### config.mk
export PLATFORM = sky130hd
export DESIGN_NAME = control_sequencer_flat
export DESIGN_NICKNAME = d
export VERILOG_FILES = /design/src/rtl/control_sequencer_if.sv /design/src/rtl/control_sequencer.sv /design/src/flat_wrapper.sv
export SDC_FILE = /design/constraint.sdc
export NUM_CORES = 1
export LEC_CHECK = 0
export CAP_MARGIN = 20
export CORE_AREA = 4 4 43 45
export CTS_CLUSTER_DIAMETER = 80
export DETAILED_ROUTE_END_ITERATION = 16
export DIE_AREA = 0 0 47 49
export GPL_TIMING_DRIVEN = 0
export PLACE_DENSITY = 0.71
export SLEW_MARGIN = 40
export SYNTH_ARGS = -nofsm -noshare
export SYNTH_HDL_FRONTEND = slang
export SYNTH_SLANG_ARGS = --single-unit
export TNS_END_PERCENT = 30
### constraint.sdc
create_clock -name clk -period 2.1 [get_ports clk]
set_input_delay 0.21 -clock clk [delete_from_list [all_inputs] [get_ports clk]]
set_output_delay 0.21 -clock clk [all_outputs]
set_load 0.02 [all_outputs]
### src/rtl/control_sequencer_if.sv
// Control-word bundle between the sequencer and the CPU datapath.
// master = sequencer side, slave = datapath / bench side.
interface control_sequencer_if;
  logic       ena;
  logic [3:0] opcode;
  logic       cf_in;
  logic       zf_in;
  logic       pc_out;
  logic       pc_inc;
  logic       pc_load;
  logic       mar_load;
  logic       ram_out;
  logic       ram_load;
  logic       ir_load;
  logic       ir_out;
  logic       a_load;
  logic       a_out;
  logic       b_load;
  logic       alu_out;
  logic       alu_sub;
  logic       out_load;
  logic       halt;
  logic [2:0] step;
  logic       flag_c;
  logic       flag_z;

  modport master (
    input  ena, opcode, cf_in, zf_in,
    output pc_out, pc_inc, pc_load, mar_load, ram_out, ram_load,
           ir_load, ir_out, a_load, a_out, b_load, alu_out, alu_sub,
           out_load, halt, step, flag_c, flag_z
  );

  modport slave (
    output ena, opcode, cf_in, zf_in,
    input  pc_out, pc_inc, pc_load, mar_load, ram_out, ram_load,
           ir_load, ir_out, a_load, a_out, b_load, alu_out, alu_sub,
           out_load, halt, step, flag_c, flag_z
  );
endinterface

### src/rtl/control_sequencer.sv
// Microcoded T-state sequencer for the 8-bit bus CPU.
// Define SEQ_JUMP_EN to build JMP/JC/JZ and the flag register.
module control_sequencer (
  input logic clk,
  input logic rst,
  control_sequencer_if.master bus
);

  localparam logic [2:0] T0 = 3'd0;
  localparam logic [2:0] T1 = 3'd1;
  localparam logic [2:0] T2 = 3'd2;
  localparam logic [2:0] T3 = 3'd3;
  localparam logic [2:0] T4 = 3'd4;

  localparam logic [3:0] OP_LDA = 4'h1;
  localparam logic [3:0] OP_ADD = 4'h2;
  localparam logic [3:0] OP_SUB = 4'h3;
  localparam logic [3:0] OP_STA = 4'h4;
  localparam logic [3:0] OP_LDI = 4'h5;
  localparam logic [3:0] OP_JMP = 4'h6;
  localparam logic [3:0] OP_JC  = 4'h7;
  localparam logic [3:0] OP_JZ  = 4'h8;
  localparam logic [3:0] OP_OUT = 4'hE;
  localparam logic [3:0] OP_HLT = 4'hF;

  logic [2:0] step_q, step_d;
  logic       halted_q, halted_d;
  logic       lastStep;
  logic       haltNow;
  logic       flagLatch;
  logic       active;

  assign active = bus.ena && !halted_q;

  always_comb begin
    bus.pc_out   = 1'b0;
    bus.pc_inc   = 1'b0;
    bus.pc_load  = 1'b0;
    bus.mar_load = 1'b0;
    bus.ram_out  = 1'b0;
    bus.ram_load = 1'b0;
    bus.ir_load  = 1'b0;
    bus.ir_out   = 1'b0;
    bus.a_load   = 1'b0;
    bus.a_out    = 1'b0;
    bus.b_load   = 1'b0;
    bus.alu_out  = 1'b0;
    bus.alu_sub  = 1'b0;
    bus.out_load = 1'b0;
    lastStep     = 1'b0;
    haltNow      = 1'b0;
    flagLatch    = 1'b0;
    if (active) begin
      case (step_q)
        T0: begin
          bus.pc_out   = 1'b1;
          bus.mar_load = 1'b1;
        end
        T1: begin
          bus.ram_out = 1'b1;
          bus.ir_load = 1'b1;
          bus.pc_inc  = 1'b1;
        end
        T2: begin
          case (bus.opcode)
            OP_LDA, OP_ADD, OP_SUB, OP_STA: begin
              bus.ir_out   = 1'b1;
              bus.mar_load = 1'b1;
            end
            OP_LDI: begin
              bus.ir_out = 1'b1;
              bus.a_load = 1'b1;
              lastStep   = 1'b1;
            end
`ifdef SEQ_JUMP_EN
            OP_JMP: begin
              bus.ir_out  = 1'b1;
              bus.pc_load = 1'b1;
              lastStep    = 1'b1;
            end
            OP_JC: begin
              bus.ir_out  = 1'b1;
              bus.pc_load = bus.flag_c;
              lastStep    = 1'b1;
            end
            OP_JZ: begin
              bus.ir_out  = 1'b1;
              bus.pc_load = bus.flag_z;
              lastStep    = 1'b1;
            end
`endif
            OP_OUT: begin
              bus.a_out    = 1'b1;
              bus.out_load = 1'b1;
              lastStep     = 1'b1;
            end
            OP_HLT:  haltNow  = 1'b1;
            default: lastStep = 1'b1;
          endcase
        end
        T3: begin
          case (bus.opcode)
            OP_LDA: begin
              bus.ram_out = 1'b1;
              bus.a_load  = 1'b1;
              lastStep    = 1'b1;
            end
            OP_ADD, OP_SUB: begin
              bus.ram_out = 1'b1;
              bus.b_load  = 1'b1;
            end
            OP_STA: begin
              bus.a_out    = 1'b1;
              bus.ram_load = 1'b1;
              lastStep     = 1'b1;
            end
            default: lastStep = 1'b1;
          endcase
        end
        T4: begin
          bus.alu_out = 1'b1;
          bus.a_load  = 1'b1;
          bus.alu_sub = (bus.opcode == OP_SUB);
          flagLatch   = (bus.opcode == OP_ADD) || (bus.opcode == OP_SUB);
          lastStep    = 1'b1;
        end
        default: lastStep = 1'b1;
      endcase
    end
  end

  // HLT parks the counter at T2; only reset leaves the halted state.
  always_comb begin
    step_d   = step_q;
    halted_d = halted_q;
    if (active) begin
      if (haltNow)       halted_d = 1'b1;
      else if (lastStep) step_d   = T0;
      else               step_d   = step_q + 3'd1;
    end
  end

  always_ff @(posedge clk or posedge rst) begin
    if (rst) begin
      step_q   <= T0;
      halted_q <= 1'b0;
    end else begin
      step_q   <= step_d;
      halted_q <= halted_d;
    end
  end

`ifdef SEQ_JUMP_EN
  logic flag_c_q, flag_z_q;

  always_ff @(posedge clk or posedge rst) begin
    if (rst) begin
      flag_c_q <= 1'b0;
      flag_z_q <= 1'b0;
    end else if (flagLatch) begin
      flag_c_q <= bus.cf_in;
      flag_z_q <= bus.zf_in;
    end
  end

  assign bus.flag_c = flag_c_q;
  assign bus.flag_z = flag_z_q;
`else
  logic unusedFlagInputs;
  assign unusedFlagInputs = bus.cf_in ^ bus.zf_in ^ flagLatch;
  assign bus.flag_c = 1'b0;
  assign bus.flag_z = 1'b0;
`endif

  assign bus.halt = halted_q;
  assign bus.step = step_q;

endmodule
### src/flat_wrapper.sv
// flat-port wrapper written by rule: the top's interface ports become plain ports
module control_sequencer_flat 
  (clk, rst, bus_ena, bus_opcode, bus_cf_in, bus_zf_in, bus_pc_out, bus_pc_inc, bus_pc_load, bus_mar_load, bus_ram_out, bus_ram_load, bus_ir_load, bus_ir_out, bus_a_load, bus_a_out, bus_b_load, bus_alu_out, bus_alu_sub, bus_out_load, bus_halt, bus_step, bus_flag_c, bus_flag_z);
  control_sequencer_if bus_i ();
  input logic clk;
  input logic rst;
  input wire logic [$bits(bus_i.ena)-1:0] bus_ena;
  input wire logic [$bits(bus_i.opcode)-1:0] bus_opcode;
  input wire logic [$bits(bus_i.cf_in)-1:0] bus_cf_in;
  input wire logic [$bits(bus_i.zf_in)-1:0] bus_zf_in;
  output wire logic [$bits(bus_i.pc_out)-1:0] bus_pc_out;
  output wire logic [$bits(bus_i.pc_inc)-1:0] bus_pc_inc;
  output wire logic [$bits(bus_i.pc_load)-1:0] bus_pc_load;
  output wire logic [$bits(bus_i.mar_load)-1:0] bus_mar_load;
  output wire logic [$bits(bus_i.ram_out)-1:0] bus_ram_out;
  output wire logic [$bits(bus_i.ram_load)-1:0] bus_ram_load;
  output wire logic [$bits(bus_i.ir_load)-1:0] bus_ir_load;
  output wire logic [$bits(bus_i.ir_out)-1:0] bus_ir_out;
  output wire logic [$bits(bus_i.a_load)-1:0] bus_a_load;
  output wire logic [$bits(bus_i.a_out)-1:0] bus_a_out;
  output wire logic [$bits(bus_i.b_load)-1:0] bus_b_load;
  output wire logic [$bits(bus_i.alu_out)-1:0] bus_alu_out;
  output wire logic [$bits(bus_i.alu_sub)-1:0] bus_alu_sub;
  output wire logic [$bits(bus_i.out_load)-1:0] bus_out_load;
  output wire logic [$bits(bus_i.halt)-1:0] bus_halt;
  output wire logic [$bits(bus_i.step)-1:0] bus_step;
  output wire logic [$bits(bus_i.flag_c)-1:0] bus_flag_c;
  output wire logic [$bits(bus_i.flag_z)-1:0] bus_flag_z;
  assign bus_i.ena = bus_ena;
  assign bus_i.opcode = bus_opcode;
  assign bus_i.cf_in = bus_cf_in;
  assign bus_i.zf_in = bus_zf_in;
  assign bus_pc_out = bus_i.pc_out;
  assign bus_pc_inc = bus_i.pc_inc;
  assign bus_pc_load = bus_i.pc_load;
  assign bus_mar_load = bus_i.mar_load;
  assign bus_ram_out = bus_i.ram_out;
  assign bus_ram_load = bus_i.ram_load;
  assign bus_ir_load = bus_i.ir_load;
  assign bus_ir_out = bus_i.ir_out;
  assign bus_a_load = bus_i.a_load;
  assign bus_a_out = bus_i.a_out;
  assign bus_b_load = bus_i.b_load;
  assign bus_alu_out = bus_i.alu_out;
  assign bus_alu_sub = bus_i.alu_sub;
  assign bus_out_load = bus_i.out_load;
  assign bus_halt = bus_i.halt;
  assign bus_step = bus_i.step;
  assign bus_flag_c = bus_i.flag_c;
  assign bus_flag_z = bus_i.flag_z;
  control_sequencer u_core (.clk(clk), .rst(rst), .bus(bus_i));
endmodule
Yosys cells after proc, flatten, opt, wreduce, memory -nomap -nowiden
Index checks and enable logic that the tools add are counted.
{"block": "word_totals", "regBits": 4, "in_bits": 9, "wordCells": 66, "out_inout_bits": 20}
{"block": "classes", "n_addsub": 1, "bitwise_logic": 1, "muxes": 40, "n_reduce_logical": 11, "eq_ne": 11}
{"cell": "1-bit 2-to-1 mux", "count": 34}
{"cell": "5-bit OR reduction", "count": 2}
{"cell": "4-bit by 2-bit equality test with 1-bit output (second input constant)", "count": 2}
{"cell": "4-bit by 3-bit equality test with 1-bit output (second input constant)", "count": 2}
{"cell": "4-bit equality test (second input constant)", "count": 2}
{"cell": "3-bit by 2-bit equality test with 1-bit output (second input constant)", "count": 2}
{"cell": "1-bit case mux with 2 select lines", "count": 3}
{"cell": "1-bit case mux with 3 select lines", "count": 2}
{"cell": "4-bit by 1-bit equality test with 1-bit output (second input constant)", "count": 1}
{"cell": "2-bit AND reduction", "count": 2}
{"cell": "2-bit OR reduction", "count": 2}
{"cell": "4-bit OR reduction", "count": 1}
{"cell": "3-bit by 1-bit adder with 3-bit output (second input constant)", "count": 1}
{"cell": "3-bit by 1-bit equality test with 1-bit output (second input constant)", "count": 1}
{"cell": "3-bit equality test (second input constant)", "count": 1}
{"cell": "3-bit zero test", "count": 1}
{"cell": "3-bit 2-to-1 mux", "count": 1}
{"cell": "3-bit OR reduction", "count": 1}
{"cell": "1-bit logical AND", "count": 1}
{"cell": "1-bit zero test", "count": 1}
{"cell": "1-bit NOT", "count": 1}

Longest topological paths before layout
Gate-level depths: netlist (run 1).
{"block": "depth", "depth_word": 6, "mapped_depth": 6, "depth_no_buf": 6}

Least setup slack after synthesis (run 1)
Ideal clock, no wire load.
{"block": "synth_timing", "kind": "register to output", "from": "register u_core.step_q[0] (netlist: u_core.bus.step[0])", "to": "output port bus_a_out", "required_ns": 1.890, "setup_slack_ns": -0.147, "t_arrival_ns": 2.037, "path_stages_with_launch": 6, "n_path_buf": 0, "cell_sequence": "dfrtp_1 > inv_1 > ha_1 > nand2b_1 > nor4_1 > o211a_1"}
{"block": "synth_between", "elab_chain_len": 3, "word_cells_on_any_way": 4, "classes_between": "eq/ne (2); mux (2)"}
{"item": "start, declared", "line": "control_sequencer.sv:26", "source": "logic [2:0] step_q, step_d;"}
{"item": "start signal, assigned", "line": "control_sequencer.sv:148", "source": "step_q <= step_d;"}
{"item": "3-bit by 2-bit equality test with 1-bit output", "line": "control_sequencer.sv:54", "source": "case (step_q)"}
{"item": "1-bit case mux with 2 select lines (*)", "line": "control_sequencer.sv:54"}
{"item": "1-bit 2-to-1 mux (*)", "line": "control_sequencer.sv:53", "source": "if (active) begin"}
{"item": "end, declared", "line": "flat_wrapper.sv:20", "source": "output wire logic [$bits(bus_i.a_out)-1:0] bus_a_out;"}
Mark *: on every way between the ends. The rest lies on a longest branch, timed or not.

Worst setup path after layout (run 1)
{"block": "layout_timing", "from": "input port bus_ena", "to": "output port bus_alu_out"}
{"block": "layout_between", "elab_chain_len": 2}
{"item": "start, declared", "line": "flat_wrapper.sv:7", "source": "input wire logic [$bits(bus_i.ena)-1:0] bus_ena;"}
{"item": "1-bit logical AND", "line": "control_sequencer.sv:33", "source": "assign active = bus.ena && !halted_q;"}
{"item": "1-bit 2-to-1 mux", "line": "control_sequencer.sv:53"}
{"item": "end, declared", "line": "flat_wrapper.sv:22", "source": "output wire logic [$bits(bus_i.alu_out)-1:0] bus_alu_out;"}
Every way passes these cells.

==> metrics, run 1 <==
clk_lat worst skew 0.24 ns; Synth cell types 33; status finished clean; Mapped Area between 500 and 600 um^2; Setup crit start kind input port; CP arrival 1.84 ns; slowest CP cell clkdlybuf4s50_1; top post-synthesis cells by area dfrtp_1, ha_1, buf_4; Starting DRT DRC Count 5; gpl congestion between 0.8 and 0.9; Power Density about 1000 nW/um^2; clock share of power 0.116; Crit Path Category in2out; Starting Density 0.3563; ys flop type dfrtp_1; chip height 49 um; Comb power frac 0.671; Worst path top cell family by delay buffers and inverters; grt total ovfl 0; final hold viol count 0; CTS tree built; global-route wire length before repair 2159 um; Mean Syn Cell Area slightly above 8 um^2; Buf/Inv on CP 2; count leader, synth inv_1; # clock sinks 4; clk_skew 0.003211 ns; Via density 5.185; post-DP HPWL 1073 um; warnings from Yosys 0; static leakage around 0.43 nW; number of synthesized flops with an enable pin 0; Critical Path, Cell by Cell clkdlybuf4s50_1 -> nor2b_2 -> and3_1 -> clkdlybuf4s50_1; Net count, final 108; std cell rows 14; Yosys top cell area share 0.1909; H-tree lvl count 1; total CTS buffers 3; layout cells sized above 1 0.2717; final antenna-violating net count 0; maxcap violations 0; Flop pwr share 0.214; Setup TNS 0 ns; diode count 0; wire length per cell about 12 um; Final Worst Setup Slack approximately 0.046 ns; Die Area 2303 um^2; Commonest cells post-synth inv_1, buf_4, ha_1, nand2_1, nor2_1; final WL between 1000 and 1500 um; Overall Global Routing Usage 0.1280; most used cell, CP clkdlybuf4s50_1; Mapped Cells 65; Root Buffer clkbuf_4; unrepaired setup endpoints after global routing yes; min Tclk post-route 2.054 ns; cell taking the most area after synthesis dfrtp_1; IO buf count 22; Area Growth Syn to Fin 53.22%; worst stage delay on the critical path 0.62 ns; Internal 0.4268 mW; First-pass DRT Iterations 4; largest net degree at the start of global routing 11; fill cell count 151; P_sw 0.3847 mW; vias in the first global route 496; Final Cycle Share 0.9779; CP Capture Type output pin; IO Count 29; VDD IR max 0.0005582 V; FF+latch count, synth 4; core region area 1471 um^2; initial antenna violation count 0; ys async rst share 1.000; Reg clk slew, reported paths 0.04 ns; WP data required ~1.9 ns; Die X 47 um; Max Fanout on Critical Path 5; sw frac 0.4741; count of pins over their slew limit 0; HP Class in2async; worst slack, placed -0.3323 ns; DRC errors left 0; clock buffer depth 2; sequential share of the synthesized area 0.1909; vias after detailed routing 560; Final setup viols 0; Setup Buffers After CTS 0; FMAX 487.0 MHz
through the flow:
stage	hold WS [ns]	power (mW)	util	instances	instance area (um^2)
floorplan	-0.02392	0.5151	-	67	538.0
global placement	0.4024	0.7267	0.5289	105	778.2
detailed placement	0.4021	0.7301	0.5289	105	778.2
CTS	0.1466	0.8249	0.5434	108	799.5
global route	0.1638	0.8857	0.5459	108	803.3
finish	0.1537	0.8115	0.5459	108	803.3
final timing paths:
kind                                 endpoint          startpoint  slack, ns  depth (start not counted)
min in group clk              u_core.bus.halt     u_core.bus.halt       0.51                          1
max                               bus_alu_out             bus_ena       0.05                          4
min reg2reg                   u_core.bus.halt     u_core.bus.halt       0.51                          1
max in group asynchronous  u_core.bus.step[0]                 rst       1.78                          2
max reg2reg                u_core.bus.step[2]  u_core.bus.step[0]       0.51                          6
min                           u_core.bus.halt                 rst       0.15                          2
routing by layer:
| layer | GRT usage | part of all wire | vias to the layer above |
|---|---|---|---|
| li1 | - | - | 284 |
| met1 | 0.1759 | 0.43 | 246 |
| met2 | 0.1765 | 0.43 | 27 |
| met3 | 0.02214 | 0.11 | 3 |
| met4 | 0.08295 | 0.022 | 0 |
| met5 | 0 | 0 | - |
state kept, by name (all words and copies together) (netlist names):
name	flops
u_core.bus.step	3
u_core.bus.halt	1
cell usage in the layout (no fill, tap or decap), types with 2 or more instances in the layout:
cell / Yosys / layout
o21ai_2: 2 / 2
nor3_1: 2 / 2
and3_1: 2 / 2
dlygate4sd2_1: 0 / 6
dlymetal6s2s_1: 0 / 4
clkbuf_4: 0 / 3
dfrtp_1: 4 / 3
buf_4: 5 / 6
nor2_1: 5 / 4
ha_1: 5 / 4
conb_1: 1 / 3
clkdlybuf4s50_1: 0 / 8
inv_1: 8 / 8
o21ai_0: 3 / 3
nand2_1: 5 / 5
nor2b_2: 0 / 2
power by group through the flow:
stage	registers [mW]	logic [mW]	clock network [mW]
final	0.173	0.544	0.0939
after global routing	0.183	0.598	0.105
after CTS	0.172	0.553	0.0999
after detailed placement	0.169	0.561	0
after global placement	0.169	0.557	0
after floorplan	0.199	0.316	0
cell type report:
class / count / area [um^2] / share of cell area
Tap cell: 16 / 20.02 / 0.02492
Buffer: 5 / 37.54 / 0.04673
Clock buffer: 3 / 22.52 / 0.02804
Sequential cell: 4 / 101.3 / 0.1262
Multi-Input combinational cell: 50 / 380.4 / 0.4735
Timing Repair Buffer: 22 / 211.5 / 0.2632
Inverter: 8 / 30.03 / 0.03738
cell families after synthesis:
group                      Yosys count  share of synthesized area
AOI/OAI and AO/OA                   17                     0.2721
xor gates and xnor gates             1                    0.01671
adders and majority gates            5                     0.1193
buffers and inverters               13                     0.1289
DFF                                  4                     0.1909
muxes                                1                    0.01909
other                                1                   0.007153
and+or+nand+nor                     23                     0.2459
repair_timing:
item | 4_1_cts | 5_1_grt
pin swaps | 0 | 1
endpoints found under the setup margin | 10 | 8
gates resized for setup | 18 | 10
hold buffers | 0 | 0
No activity file was read; power rests on OpenSTA's default activity.
==> inputs of run 2 (changes only) <==
==> constraint.sdc (replaced) <==
create_clock -name clk -period 2.1 [get_ports clk]
set_input_delay 0.21 -clock clk [delete_from_list [all_inputs] [get_ports clk]]
set_output_delay 0.21 -clock clk [all_outputs]
set_load 0.005 [all_outputs]
==> run 2 against run 1 <==
  * Fmax increased by 1.3%
  * Core utilization rose by 7.2 points
  * Critical path depth grew 2
  * Largest power group unchanged
  * Final cell count rose by 4.6%
  * Clock-buffer cell count unchanged
  * Register-to-register slack gained 0.06 ns
  * Non-clock buffer count up 5
  * Die area did not move
  * Clock skew decreased by 0.00093 ns
  * Design area is 13% higher
==> metrics, run 2 (same netlist as run 1, synthesis figures left out) <==
grt total ovfl 0 (unchanged); Final setup viols 0 (unchanged); IO buf count 22 (unchanged); wire length per cell 13.37 um (+8.1%); # clock sinks 4 (unchanged); area of the multi-input gates 439.2 um^2 (+15%); worst r2r src u_core.bus.step[1]; Internal 0.5259 mW (+23%); CP arrival 1.82 ns (-0.02 ns); final antenna-violating net count 0 (unchanged); placed instance count 105 (unchanged); H-tree lvl count 1 (unchanged); clk_skew 0.002281 ns (-0.0009306 ns); final WL 1511 um (+13%); Overall Global Routing Usage 0.1207 (-0.007328); post-DP HPWL 1069 um (-0.38%); R2R cell count 6 (unchanged); Setup crit start kind flip-flop; Final Cycle Share 0.9649 (-0.01297); max reg flops 3 (unchanged); global-route wire length before repair 2132 um (-1.3%); clk_lat worst skew 0.23 ns (about the same); Net count, final 113 (+4.6%); Reg clk slew, reported paths 0.04 ns (about the same); FF+latch area 103.9 um^2 (+2.5%); layout cells sized above 1 0.3711 (+0.09939); std cell rows 14 (unchanged); vias after detailed routing 571 (+2.0%); commonest non-fill, non-tap cell in the layout clkdlybuf4s50_1; IO Count 29 (unchanged); Max Fanout on Critical Path 5 (unchanged); hold_ws 0.1551 ns (+0.001476 ns); Starting Density 0.3563 (unchanged); diode count 0 (unchanged); vias in the first global route 540 (+8.9%); reg-to-reg slack, setup 0.57 ns (+0.06 ns); Flop pwr share 0.210 (-0.004); Root Buffer clkbuf_4; core region area 1471 um^2 (unchanged); reg-to-reg endpoint u_core.bus.step[2]; maxcap violations 0 (unchanged); status finished clean; WP data required 1.89 ns (about the same); chip height 49 um (unchanged); P_sw 0.3506 mW (-8.9%); Starting DRT DRC Count 9 (+4); DRC errors left 0 (unchanged); First-pass DRT Iterations 4 (unchanged); fill cell count 145 (-4.0%); Die Area 2303 um^2 (unchanged); initial antenna violation count 0 (unchanged); CP Capture Type output pin; Comb power frac 0.684 (+0.013); Placed Area 772.0 um^2 (-0.80%); final hold viol count 0 (unchanged); Crit Path Category reg2out; largest net degree at the start of global routing 11 (unchanged); # hold bufs at CTS 0 (unchanged); total CTS buffers 3 (unchanged); gpl congestion 0.7638 (-6.7%); Die X 47 um (unchanged); Via density 5.053 (-2.5%); most frequent cells in the layout clkdlybuf4s50_1, buf_4, inv_1; Area Growth Syn to Fin 73.51%; sw frac 0.4000 (-0.07411); count of pins over their slew limit 0 (unchanged); clock share of power 0.106 (-0.010); Final Cell Area 909.6 um^2 (+13%); HP Class in2async; min Tclk post-route 2.026 ns (-0.02724 ns); fin cells 113 (+4.6%); Power Density 963.6 nW/um^2 (-4.6%); static leakage 0.4323 nW (-0.17%); FMAX 493.5 MHz (+1.3%); final core occ 0.6182 (+0.07228); VDD IR max 0.0006823 V (+22%); clock buffer depth 2 (unchanged); Final Power 0.8765 mW (+8.0%); CTS tree built
[run 2: changes by cell type in the layout (fill, tap and decap cells not counted), sizes merged]
cell and change:
dlymetal6s2s -2, buf +3, clkbuf -1, dlygate4sd2 -1
clkdlybuf4s50 +7, clkdlybuf4s15 -1
[run 2: per-stage QoR]
step                setup TNS, ns  setup slack (ns)
global route             -0.03449          -0.01553
global placement          -0.7868           -0.2431
floorplan                       0            0.4968
CTS                       -0.1285          -0.08205
finish                          0           0.07371
detailed placement        -0.7459           -0.2107
[run 2: layout make-up]
cell class | count | area share
Tap cell | 16 | 0.02201
Clock buffer | 3 | 0.02476
Inverter | 8 | 0.03301
Sequential cell | 4 | 0.1142
Timing Repair Buffer | 27 | 0.2820
Buffer | 5 | 0.04127
Multi-Input combinational cell | 50 | 0.4828
[run 2: worst max-delay path, stage by stage (launching register included)]
cell and delay, ns:
dfrtp_2 0.39, buf_4 0.14, ha_4 0.16, nor2b_4 0.16
mux2i_1 0.08, o21bai_1 0.14, clkdlybuf4s50_1 0.52
[run 2: per-layer routing]
layer  routed length (um)  vias to the layer above  GRT usage
met4                    0                        0    0.05530
met2                  709                       29     0.1946
met3                  132                        0   0.007380
met1                  669                      250     0.1571
li1                     -                      292          -
met5                    0                        -          0
[run 2: worst max-delay path by stage]
stage	endpoint	slack, ns	cells past startpoint	startpoint
2_1_floorplan	bus_a_out	0.50	5	u_core.bus.step[0]
3_3_place_gp	bus_a_out	-0.24	5	bus_opcode[0]
3_5_place_dp	bus_a_out	-0.21	5	bus_opcode[3]
4_1_cts	bus_a_out	-0.08	6	u_core.bus.step[0]
5_1_grt	bus_alu_sub	-0.02	5	u_core.bus.step[0]
6_report	bus_a_load	0.07	6	u_core.bus.step[1]
[run 2: power by group through the flow]
stage               registers [mW]  clock network (mW)  logic (mW)
detailed placement           0.169                   0       0.465
global placement             0.168                   0       0.463
CTS                          0.180              0.0982       0.472
floorplan                    0.161                   0       0.263
finish                       0.184              0.0932       0.600
global route                 0.193               0.106       0.653
[run 2: what timing repair did]
action | 4_1_cts | 5_1_grt
pin swaps | 2 | 3
resized for setup | 13 | 15
setup endpoints to repair | 8 | 6
setup buffers | 0 | 5
